File: config.mk
export PLATFORM = sky130hd
export DESIGN_NAME = dmem_arbiter_flat
export DESIGN_NICKNAME = d
export VERILOG_FILES = /design/src/rtl/dmem_arbiter_pkg.sv /design/src/rtl/dmem_arbiter_if.sv /design/src/rtl/dmem_arbiter_rr_arb2.sv /design/src/rtl/dmem_arbiter.sv /design/src/flat_wrapper.sv
export SDC_FILE = /design/constraint.sdc
export NUM_CORES = 1
export LEC_CHECK = 0
export CAP_MARGIN = 20
export CORE_AREA = 2 2 227 229
export CTS_CLUSTER_DIAMETER = 50
export CTS_CLUSTER_SIZE = 16
export DETAILED_ROUTE_END_ITERATION = 8
export DIE_AREA = 0 0 229 231
export PLACE_DENSITY = 0.63
export SYNTH_ARGS = -nofsm -noshare
export SYNTH_HDL_FRONTEND = slang
export SYNTH_SLANG_ARGS = --single-unit
File: constraint.sdc
create_clock -name clk -period 2.2 [get_ports clk]
set_input_delay 0.44 -clock clk [delete_from_list [all_inputs] [get_ports clk]]
set_output_delay 0.44 -clock clk [all_outputs]
set_load 0.05 [all_outputs]
File: src/rtl/dmem_arbiter_pkg.sv
// -----------------------------------------------------------------------------
// dmem_arb_pkg
// Shared definitions for the data-memory arbiter slice:
//   - state_t : sequencer state encoding (IDLE -> ISSUE -> WAIT -> RESP)
//   - PORT0/PORT1 : requester identifiers as stored in the port latch and in
//     the round-robin last-grant pointer
//   - DEF_* : default address/data widths and memory latency
// -----------------------------------------------------------------------------
package dmem_arb_pkg;

    typedef enum logic [1:0] {
        IDLE  = 2'd0,
        ISSUE = 2'd1,
        WAIT  = 2'd2,
        RESP  = 2'd3
    } state_t;

    localparam logic PORT0 = 1'b0;
    localparam logic PORT1 = 1'b1;

    localparam int DEF_ADDR_W  = 64;
    localparam int DEF_DATA_W  = 64;
    localparam int DEF_MEM_LAT = 1;

endpackage

File: src/rtl/dmem_arbiter_if.sv
// -----------------------------------------------------------------------------
// dmem_arbiter_if
// Bundles the two requester handshakes, their response channels and the
// memory-side strobe bus of the data-memory arbiter.
//   slave  : the arbiter's view (takes requests, drives responses and memory)
//   master : the environment's view (requesters plus the memory itself)
// Signals:
//   reqN_valid/ready/we/addr/wdata : request handshake and payload, port N
//   rspN_valid/rdata               : one-cycle response pulse and data, port N
//   mem_addr/wdata/read/write      : to memory
//   mem_rdata                      : from memory
// -----------------------------------------------------------------------------
interface dmem_arbiter_if
    import dmem_arb_pkg::*;
#(
    parameter int ADDR_W = DEF_ADDR_W,
    parameter int DATA_W = DEF_DATA_W
) ();

    logic              req0_valid;
    logic              req0_ready;
    logic              req0_we;
    logic [ADDR_W-1:0] req0_addr;
    logic [DATA_W-1:0] req0_wdata;
    logic              rsp0_valid;
    logic [DATA_W-1:0] rsp0_rdata;

    logic              req1_valid;
    logic              req1_ready;
    logic              req1_we;
    logic [ADDR_W-1:0] req1_addr;
    logic [DATA_W-1:0] req1_wdata;
    logic              rsp1_valid;
    logic [DATA_W-1:0] rsp1_rdata;

    logic [ADDR_W-1:0] mem_addr;
    logic [DATA_W-1:0] mem_wdata;
    logic              mem_read;
    logic              mem_write;
    logic [DATA_W-1:0] mem_rdata;

    modport slave (
        input  req0_valid, req0_we, req0_addr, req0_wdata,
        input  req1_valid, req1_we, req1_addr, req1_wdata,
        input  mem_rdata,
        output req0_ready, rsp0_valid, rsp0_rdata,
        output req1_ready, rsp1_valid, rsp1_rdata,
        output mem_addr, mem_wdata, mem_read, mem_write
    );

    modport master (
        output req0_valid, req0_we, req0_addr, req0_wdata,
        output req1_valid, req1_we, req1_addr, req1_wdata,
        output mem_rdata,
        input  req0_ready, rsp0_valid, rsp0_rdata,
        input  req1_ready, rsp1_valid, rsp1_rdata,
        input  mem_addr, mem_wdata, mem_read, mem_write
    );

endinterface

File: src/rtl/dmem_arbiter_rr_arb2.sv
// -----------------------------------------------------------------------------
// rr_arb2
// Two-way round-robin picker. The grant is purely combinational from the
// request vector and a registered last-grant pointer; the pointer moves only
// when the caller signals that the grant was consumed (advance).
// Ports:
//   clk     : clock
//   rst_n   : synchronous active-low reset (pointer set so port 0 wins first)
//   req     : request vector, bit N = port N
//   advance : the current grant was taken this cycle
//   grant   : one-hot (or zero) grant vector
// -----------------------------------------------------------------------------
module rr_arb2
    import dmem_arb_pkg::*;
(
    input  logic       clk,
    input  logic       rst_n,
    input  logic [1:0] req,
    input  logic       advance,
    output logic [1:0] grant
);

    logic last_reg;
    logic last_next;

    // With a single requester it simply wins; with both, the one that was
    // not served last wins.
    always_comb begin
        grant = req;
        if (req == 2'b11) begin
            grant = (last_reg == PORT0) ? 2'b10 : 2'b01;
        end
    end

    always_comb begin
        last_next = last_reg;
        if (advance && (grant != 2'b00)) begin
            last_next = grant[1] ? PORT1 : PORT0;
        end
    end

    // Resetting to "port 1 served last" makes port 0 the first winner.
    always_ff @(posedge clk) begin
        if (!rst_n) begin
            last_reg <= PORT1;
        end else begin
            last_reg <= last_next;
        end
    end

endmodule

File: src/rtl/dmem_arbiter.sv
// -----------------------------------------------------------------------------
// dmem_arbiter
// Round-robin arbiter and sequencer between two requesters (port 0: pipeline
// load/store unit, port 1: debug/DMA master) and a 32 x 64-bit data memory
// with level-sensitive MemRead/MemWrite strobes.
//
// Each accepted request walks IDLE -> ISSUE -> WAIT (MEM_LAT cycles) -> RESP:
// the strobe is high for exactly the ISSUE cycle, read data is sampled in the
// last WAIT cycle and a one-cycle response pulse goes back to the requester
// that issued the access in RESP.
//
// Ports:
//   clk   : clock, all state updates on the rising edge
//   rst_n : synchronous active-low reset; drops any in-flight access
//   bus   : dmem_arbiter_if.slave - request/response channels and memory bus
// Parameters:
//   ADDR_W, DATA_W : address/data widths
//   MEM_LAT        : cycles (>=1) from the strobe cycle to the sample cycle
// -----------------------------------------------------------------------------
module dmem_arbiter
    import dmem_arb_pkg::*;
#(
    parameter int ADDR_W  = DEF_ADDR_W,
    parameter int DATA_W  = DEF_DATA_W,
    parameter int MEM_LAT = DEF_MEM_LAT
) (
    input  logic           clk,
    input  logic           rst_n,
    dmem_arbiter_if.slave  bus
);

    localparam int CNT_W = $clog2(MEM_LAT + 1);

    // ------------------------------------------------------------------
    // State and latches
    // ------------------------------------------------------------------
    state_t             state_reg;
    state_t             state_next;
    logic               port_reg;
    logic               we_reg;
    logic [ADDR_W-1:0]  addr_reg;
    logic [DATA_W-1:0]  wdata_reg;
    logic [CNT_W-1:0]   cnt_reg;
    logic [DATA_W-1:0]  cap_reg;

    // ------------------------------------------------------------------
    // Arbitration and acceptance
    // ------------------------------------------------------------------
    logic [1:0]         valid_vec;
    logic [1:0]         grant;
    logic [1:0]         ready_vec;
    logic               in_idle;
    logic               transfer;
    logic               sel_port;
    logic               sel_we;
    logic [ADDR_W-1:0]  sel_addr;
    logic [DATA_W-1:0]  sel_wdata;

    assign valid_vec = {bus.req1_valid, bus.req0_valid};

    // Ready is gated by rst_n so that nothing is accepted, and every output
    // reads 0, for as long as reset is held.
    assign in_idle   = (state_reg == IDLE) && rst_n;
    assign ready_vec = grant & {2{in_idle}};
    // grant is a subset of valid_vec, so any ready bit implies a handshake.
    assign transfer  = |ready_vec;
    assign sel_port  = ready_vec[1] ? PORT1 : PORT0;

    assign sel_we    = (sel_port == PORT1) ? bus.req1_we    : bus.req0_we;
    assign sel_addr  = (sel_port == PORT1) ? bus.req1_addr  : bus.req0_addr;
    assign sel_wdata = (sel_port == PORT1) ? bus.req1_wdata : bus.req0_wdata;

    rr_arb2 u_rr_arb2 (
        .clk     (clk),
        .rst_n   (rst_n),
        .req     (valid_vec),
        .advance (transfer),
        .grant   (grant)
    );

    // ------------------------------------------------------------------
    // Sequencer FSM: next state and strobes
    // ------------------------------------------------------------------
    logic wait_last;
    logic rd_strobe;
    logic wr_strobe;

    assign wait_last = (state_reg == WAIT) && (cnt_reg == '0);

    always_comb begin
        state_next = state_reg;
        rd_strobe  = 1'b0;
        wr_strobe  = 1'b0;
        unique case (state_reg)
            IDLE: begin
                if (transfer) begin
                    state_next = ISSUE;
                end
            end
            ISSUE: begin
                // The only cycle a strobe is high, so strobes always fall
                // between accesses and never overlap.
                rd_strobe  = !we_reg;
                wr_strobe  = we_reg;
                state_next = WAIT;
            end
            WAIT: begin
                if (cnt_reg == '0) begin
                    state_next = RESP;
                end
            end
            RESP: begin
                state_next = IDLE;
            end
            default: begin
                state_next = IDLE;
            end
        endcase
    end

    always_ff @(posedge clk) begin
        if (!rst_n) begin
            state_reg <= IDLE;
        end else begin
            state_reg <= state_next;
        end
    end

    // ------------------------------------------------------------------
    // Request latches, latency counter and read-data capture
    // ------------------------------------------------------------------
    always_ff @(posedge clk) begin
        if (!rst_n) begin
            port_reg  <= PORT0;
            we_reg    <= 1'b0;
            addr_reg  <= '0;
            wdata_reg <= '0;
            cnt_reg   <= '0;
            cap_reg   <= '0;
        end else begin
            if (transfer) begin
                port_reg  <= sel_port;
                we_reg    <= sel_we;
                addr_reg  <= sel_addr;
                wdata_reg <= sel_wdata;
            end
            // Load on the way into WAIT so WAIT lasts exactly MEM_LAT cycles.
            if (state_reg == ISSUE) begin
                cnt_reg <= CNT_W'(MEM_LAT - 1);
            end else if ((state_reg == WAIT) && (cnt_reg != '0)) begin
                cnt_reg <= cnt_reg - 1'b1;
            end
            if (wait_last && !we_reg) begin
                cap_reg <= bus.mem_rdata;
            end
        end
    end

    // ------------------------------------------------------------------
    // Per-port response channels
    // ------------------------------------------------------------------
    logic [DATA_W-1:0]       resp_data;
    logic [1:0]              rsp_valid_vec;
    logic [1:0][DATA_W-1:0]  rsp_rdata_vec;

    assign resp_data = we_reg ? '0 : cap_reg;

    generate
        for (genvar gi = 0; gi < 2; gi++) begin : g_rsp
            logic              fire;
            logic [DATA_W-1:0] hold_reg;

            assign fire = (state_reg == RESP) && (port_reg == 1'(gi));

            // hold_reg keeps the last delivered value so rdata stays put after
            // the pulse; during the pulse the fresh value is shown directly.
            always_ff @(posedge clk) begin
                if (!rst_n) begin
                    hold_reg <= '0;
                end else if (fire) begin
                    hold_reg <= resp_data;
                end
            end

            assign rsp_valid_vec[gi] = fire;
            assign rsp_rdata_vec[gi] = fire ? resp_data : hold_reg;
        end
    endgenerate

    // ------------------------------------------------------------------
    // Interface outputs
    // ------------------------------------------------------------------
    assign bus.req0_ready = ready_vec[0];
    assign bus.req1_ready = ready_vec[1];
    assign bus.rsp0_valid = rsp_valid_vec[0];
    assign bus.rsp1_valid = rsp_valid_vec[1];
    assign bus.rsp0_rdata = rsp_rdata_vec[0];
    assign bus.rsp1_rdata = rsp_rdata_vec[1];

    // Address/data come straight from the latches so they hold through WAIT
    // and stay at their last value while idle.
    assign bus.mem_addr   = addr_reg;
    assign bus.mem_wdata  = wdata_reg;
    assign bus.mem_read   = rd_strobe;
    assign bus.mem_write  = wr_strobe;

endmodule

File: src/flat_wrapper.sv
// flat-port wrapper written by rule: the top's interface ports become plain ports
module dmem_arbiter_flat import dmem_arb_pkg::*;
#(
    parameter int ADDR_W  = DEF_ADDR_W,
    parameter int DATA_W  = DEF_DATA_W,
    parameter int MEM_LAT = DEF_MEM_LAT
)
  (clk, rst_n, bus_req0_valid, bus_req0_we, bus_req0_addr, bus_req0_wdata, bus_req1_valid, bus_req1_we, bus_req1_addr, bus_req1_wdata, bus_mem_rdata, bus_req0_ready, bus_rsp0_valid, bus_rsp0_rdata, bus_req1_ready, bus_rsp1_valid, bus_rsp1_rdata, bus_mem_addr, bus_mem_wdata, bus_mem_read, bus_mem_write);
  dmem_arbiter_if #(.ADDR_W(ADDR_W), .DATA_W(DATA_W)) bus_i ();
  input  logic clk;
  input  logic rst_n;
  input wire logic [$bits(bus_i.req0_valid)-1:0] bus_req0_valid;
  input wire logic [$bits(bus_i.req0_we)-1:0] bus_req0_we;
  input wire logic [$bits(bus_i.req0_addr)-1:0] bus_req0_addr;
  input wire logic [$bits(bus_i.req0_wdata)-1:0] bus_req0_wdata;
  input wire logic [$bits(bus_i.req1_valid)-1:0] bus_req1_valid;
  input wire logic [$bits(bus_i.req1_we)-1:0] bus_req1_we;
  input wire logic [$bits(bus_i.req1_addr)-1:0] bus_req1_addr;
  input wire logic [$bits(bus_i.req1_wdata)-1:0] bus_req1_wdata;
  input wire logic [$bits(bus_i.mem_rdata)-1:0] bus_mem_rdata;
  output wire logic [$bits(bus_i.req0_ready)-1:0] bus_req0_ready;
  output wire logic [$bits(bus_i.rsp0_valid)-1:0] bus_rsp0_valid;
  output wire logic [$bits(bus_i.rsp0_rdata)-1:0] bus_rsp0_rdata;
  output wire logic [$bits(bus_i.req1_ready)-1:0] bus_req1_ready;
  output wire logic [$bits(bus_i.rsp1_valid)-1:0] bus_rsp1_valid;
  output wire logic [$bits(bus_i.rsp1_rdata)-1:0] bus_rsp1_rdata;
  output wire logic [$bits(bus_i.mem_addr)-1:0] bus_mem_addr;
  output wire logic [$bits(bus_i.mem_wdata)-1:0] bus_mem_wdata;
  output wire logic [$bits(bus_i.mem_read)-1:0] bus_mem_read;
  output wire logic [$bits(bus_i.mem_write)-1:0] bus_mem_write;
  assign bus_i.req0_valid = bus_req0_valid;
  assign bus_i.req0_we = bus_req0_we;
  assign bus_i.req0_addr = bus_req0_addr;
  assign bus_i.req0_wdata = bus_req0_wdata;
  assign bus_i.req1_valid = bus_req1_valid;
  assign bus_i.req1_we = bus_req1_we;
  assign bus_i.req1_addr = bus_req1_addr;
  assign bus_i.req1_wdata = bus_req1_wdata;
  assign bus_i.mem_rdata = bus_mem_rdata;
  assign bus_req0_ready = bus_i.req0_ready;
  assign bus_rsp0_valid = bus_i.rsp0_valid;
  assign bus_rsp0_rdata = bus_i.rsp0_rdata;
  assign bus_req1_ready = bus_i.req1_ready;
  assign bus_rsp1_valid = bus_i.rsp1_valid;
  assign bus_rsp1_rdata = bus_i.rsp1_rdata;
  assign bus_mem_addr = bus_i.mem_addr;
  assign bus_mem_wdata = bus_i.mem_wdata;
  assign bus_mem_read = bus_i.mem_read;
  assign bus_mem_write = bus_i.mem_write;
  dmem_arbiter #(.ADDR_W(ADDR_W), .DATA_W(DATA_W), .MEM_LAT(MEM_LAT)) u_core (.clk(clk), .rst_n(rst_n), .bus(bus_i));
endmodule
==> run metrics <==
fin crit period=2.44 ns; critical path type=flop to output pin; PnR worst setup slack=-0.244 ns; top post-synthesis cells by area=dfxtp_1, nand2_1, a211oi_2; Max IR drop VDD=0.628 mV; chip width=229 µm; count of pins over their slew limit=0; failing checks=negative setup slack; final core utilization=49.2%; Fin Setup TNS=-22.55 ns; number of antenna violations at the first check in global routing=19; status=complete, but fails checks; Clock Tree Root=clkbuf_16; vias in the first global route=14,900; Worst-Skew Late Latency=0.57 ns; Area growth syn-to-layout=72.6%; achievable frequency=0.409 GHz; number of flip-flops in the largest register=128; final setup fails=131; hold_sp=rst_n; RR Startpoint=u_core.state_reg[1]$_SDFFE_PN0P_; Pleak=10.2 nW; GR Util met2=38.3%; worst endpoint data arrival time=2.00 ns; row count=83; hold buffer count at cts=0; Vias=14,700; Hold Crit Class=primary input to flop; Post-synth EDFFs=0; Routed Antenna Nets=0; port bufs=587; post-layout net count=2,655; Post-synth top cells=dfxtp_1, nand2_1, o21ai_0; CTS H-tree lvls=2; GRT Max-Usage Layer=met2; max_slew headroom=55.3%; share of cells above drive strength 1=23.2%; CP endpoint kind=output pin; crit share post-route=111%; Yosys warning total=0; CTS clk-pin slew, worst paths=0.07 ns; global router's overall resource usage=22.5%; post-placement cell area=21,900 µm²; CP startpoint kind=flop; CP startpoint=u_core.state_reg[1]$_SDFFE_PN0P_; mapped cell area=14,500 µm²; CP required=1.76 ns; fin area=24,900 µm²; Via density=4.83; core area=50,700 µm²; sequential share of the synthesized area=45.2%; Net Count, Synth=2,061; die height=231 µm; grt met3 use=6.86%; first-pass GRT wire length=91,600 µm; Post-synth ARST share=0%; largest net degree at the start of global routing=183; final routed DRC violation total=0; num ports=588; synthesized area per cell=8.35 µm²; number of buffers created by CTS=42; global route overflow=0; clk_skew=0.0222 ns; post-detail-place hpwl=43,700 µm; unrepaired setup endpoints after global routing=yes; CTS tree=yes; routability congestion estimate=0.921; register bit total from synthesis=326; ys flop type=dfxtp_1; top-area cell type share of the netlist area=45.2%; CP max FO=7; Starting Density=28.5%; WL final=62,000 µm; drt pass-1 iters=5; Mapped Cells=1,731; DIE AREA=52,900 µm²; Slew @ Worst Pin=0.671 ns; clk buf depth=3; final hold violations=0; max-cap violation count=0; post-synthesis cell type count=31; most numerous cell in the Yosys netlist=dfxtp_1; M1 GR Usage=25.3%; TritonCTS sink count=326; Wirelength per Cell=20.3 µm; cell taking the most area after synthesis=dfxtp_1; Iteration-0 DRC Markers=828; pwr/cell area=940 nW/µm²
## layout make-up
type / instances / area [µm²]
fillers: 4693 / 25700
repair buffers: 701 / 8060
multi-input cells: 1184 / 7740
flip-flops and latches: 326 / 6540
clock buffers: 46 / 1100
well taps: 680 / 851
clock inverters: 31 / 342
inverters: 70 / 279
diodes: 12 / 30.0
## power breakdown
group / internal, mW / switching (mW) / total [mW] / leakage [nW]
Sequential: 6.82 / 0.508 / 7.33 / 2.66
Combinational: 3.15 / 5.82 / 8.98 / 6.82
Clock: 4.10 / 3.03 / 7.12 / 0.694
Total: 14.1 / 9.36 / 23.4 / 10.2
## critical path, stage by stage (launching register included)
cell and delay [ns]:
dfxtp_4 0.35, ha_4 0.18, nand2_8 0.08, buf_12 0.16, buf_12 0.15, mux2i_1 0.19, buf_4 0.15, inv_2 0.04
buf_6 0.14
## worst paths after layout
path	to	slack, ns	cells after the start
setup / recovery	bus_rsp1_rdata[26]	-0.24	8
hold / removal	u_core.u_rr_arb2.last_reg$_SDFFE_PN1P_	0.14	2
setup reg to reg	u_core.bus.mem_addr[49]$_SDFFE_PN0P_	0.19	9
hold reg to reg	u_core.cap_reg[25]$_SDFFE_PN0P_	0.46	2
## cells in the final DEF (no fill, tap or decap), types with 6 or more instances in the layout
| master | Yosys | final |
|---|---|---|
| a211oi_1 | 41 | 41 |
| a211oi_2 | 88 | 88 |
| a21boi_0 | 128 | 128 |
| buf_12 | 0 | 109 |
| buf_4 | 1 | 99 |
| buf_6 | 9 | 46 |
| clkbuf_16 | 0 | 46 |
| clkdlybuf4s50_1 | 0 | 376 |
| clkinv_2 | 0 | 6 |
| clkinvlp_4 | 0 | 7 |
| dfxtp_1 | 326 | 322 |
| diode_2 | 0 | 12 |
| dlygate4sd2_1 | 0 | 38 |
| dlymetal6s2s_1 | 0 | 21 |
| inv_1 | 70 | 34 |
| inv_2 | 0 | 31 |
| inv_6 | 0 | 7 |
| mux2i_2 | 0 | 13 |
| mux2i_4 | 0 | 48 |
| nand2_1 | 325 | 321 |
| nor2_1 | 129 | 129 |
| nor2b_1 | 129 | 128 |
| nor3_1 | 130 | 130 |
| o21ai_0 | 131 | 131 |
## through the flow
step | instances | setup WS [ns] | hold WS [ns] | total power [mW]
floorplan | 1731 | 0.0181 | 0.437 | 12.6
global placement | 2900 | -0.0337 | 0.448 | 16.1
detailed placement | 2900 | -0.0628 | 0.452 | 16.2
CTS | 3027 | -0.284 | 0.0945 | 23.5
global route | 3050 | -0.339 | 0.133 | 24.4
finish | 3050 | -0.244 | 0.137 | 23.4
## cell families after synthesis
family	count (synthesis)	share of synthesized area (%)
simple gates	721	22.2
mux	65	4.50
buf+inv	221	6.44
compound gates	394	21.3
fa+ha+maj	4	0.346
flops	326	45.2
## metal layers
metal	share of wire, %	vias to the layer above	wire length, µm
li1	-	7021	-
met1	38	6991	23300
met2	49	583	30400
met3	8.4	132	5210
met4	5.0	2	3120
met5	0.015	-	9
## repair_timing
action,CTS,global route
gates resized for setup,188,104
pin swaps,3,1
setup buffers,44,10
gates cloned,6,3
endpoints found under the setup margin,179,154
(Power assumes the default switching activity.)
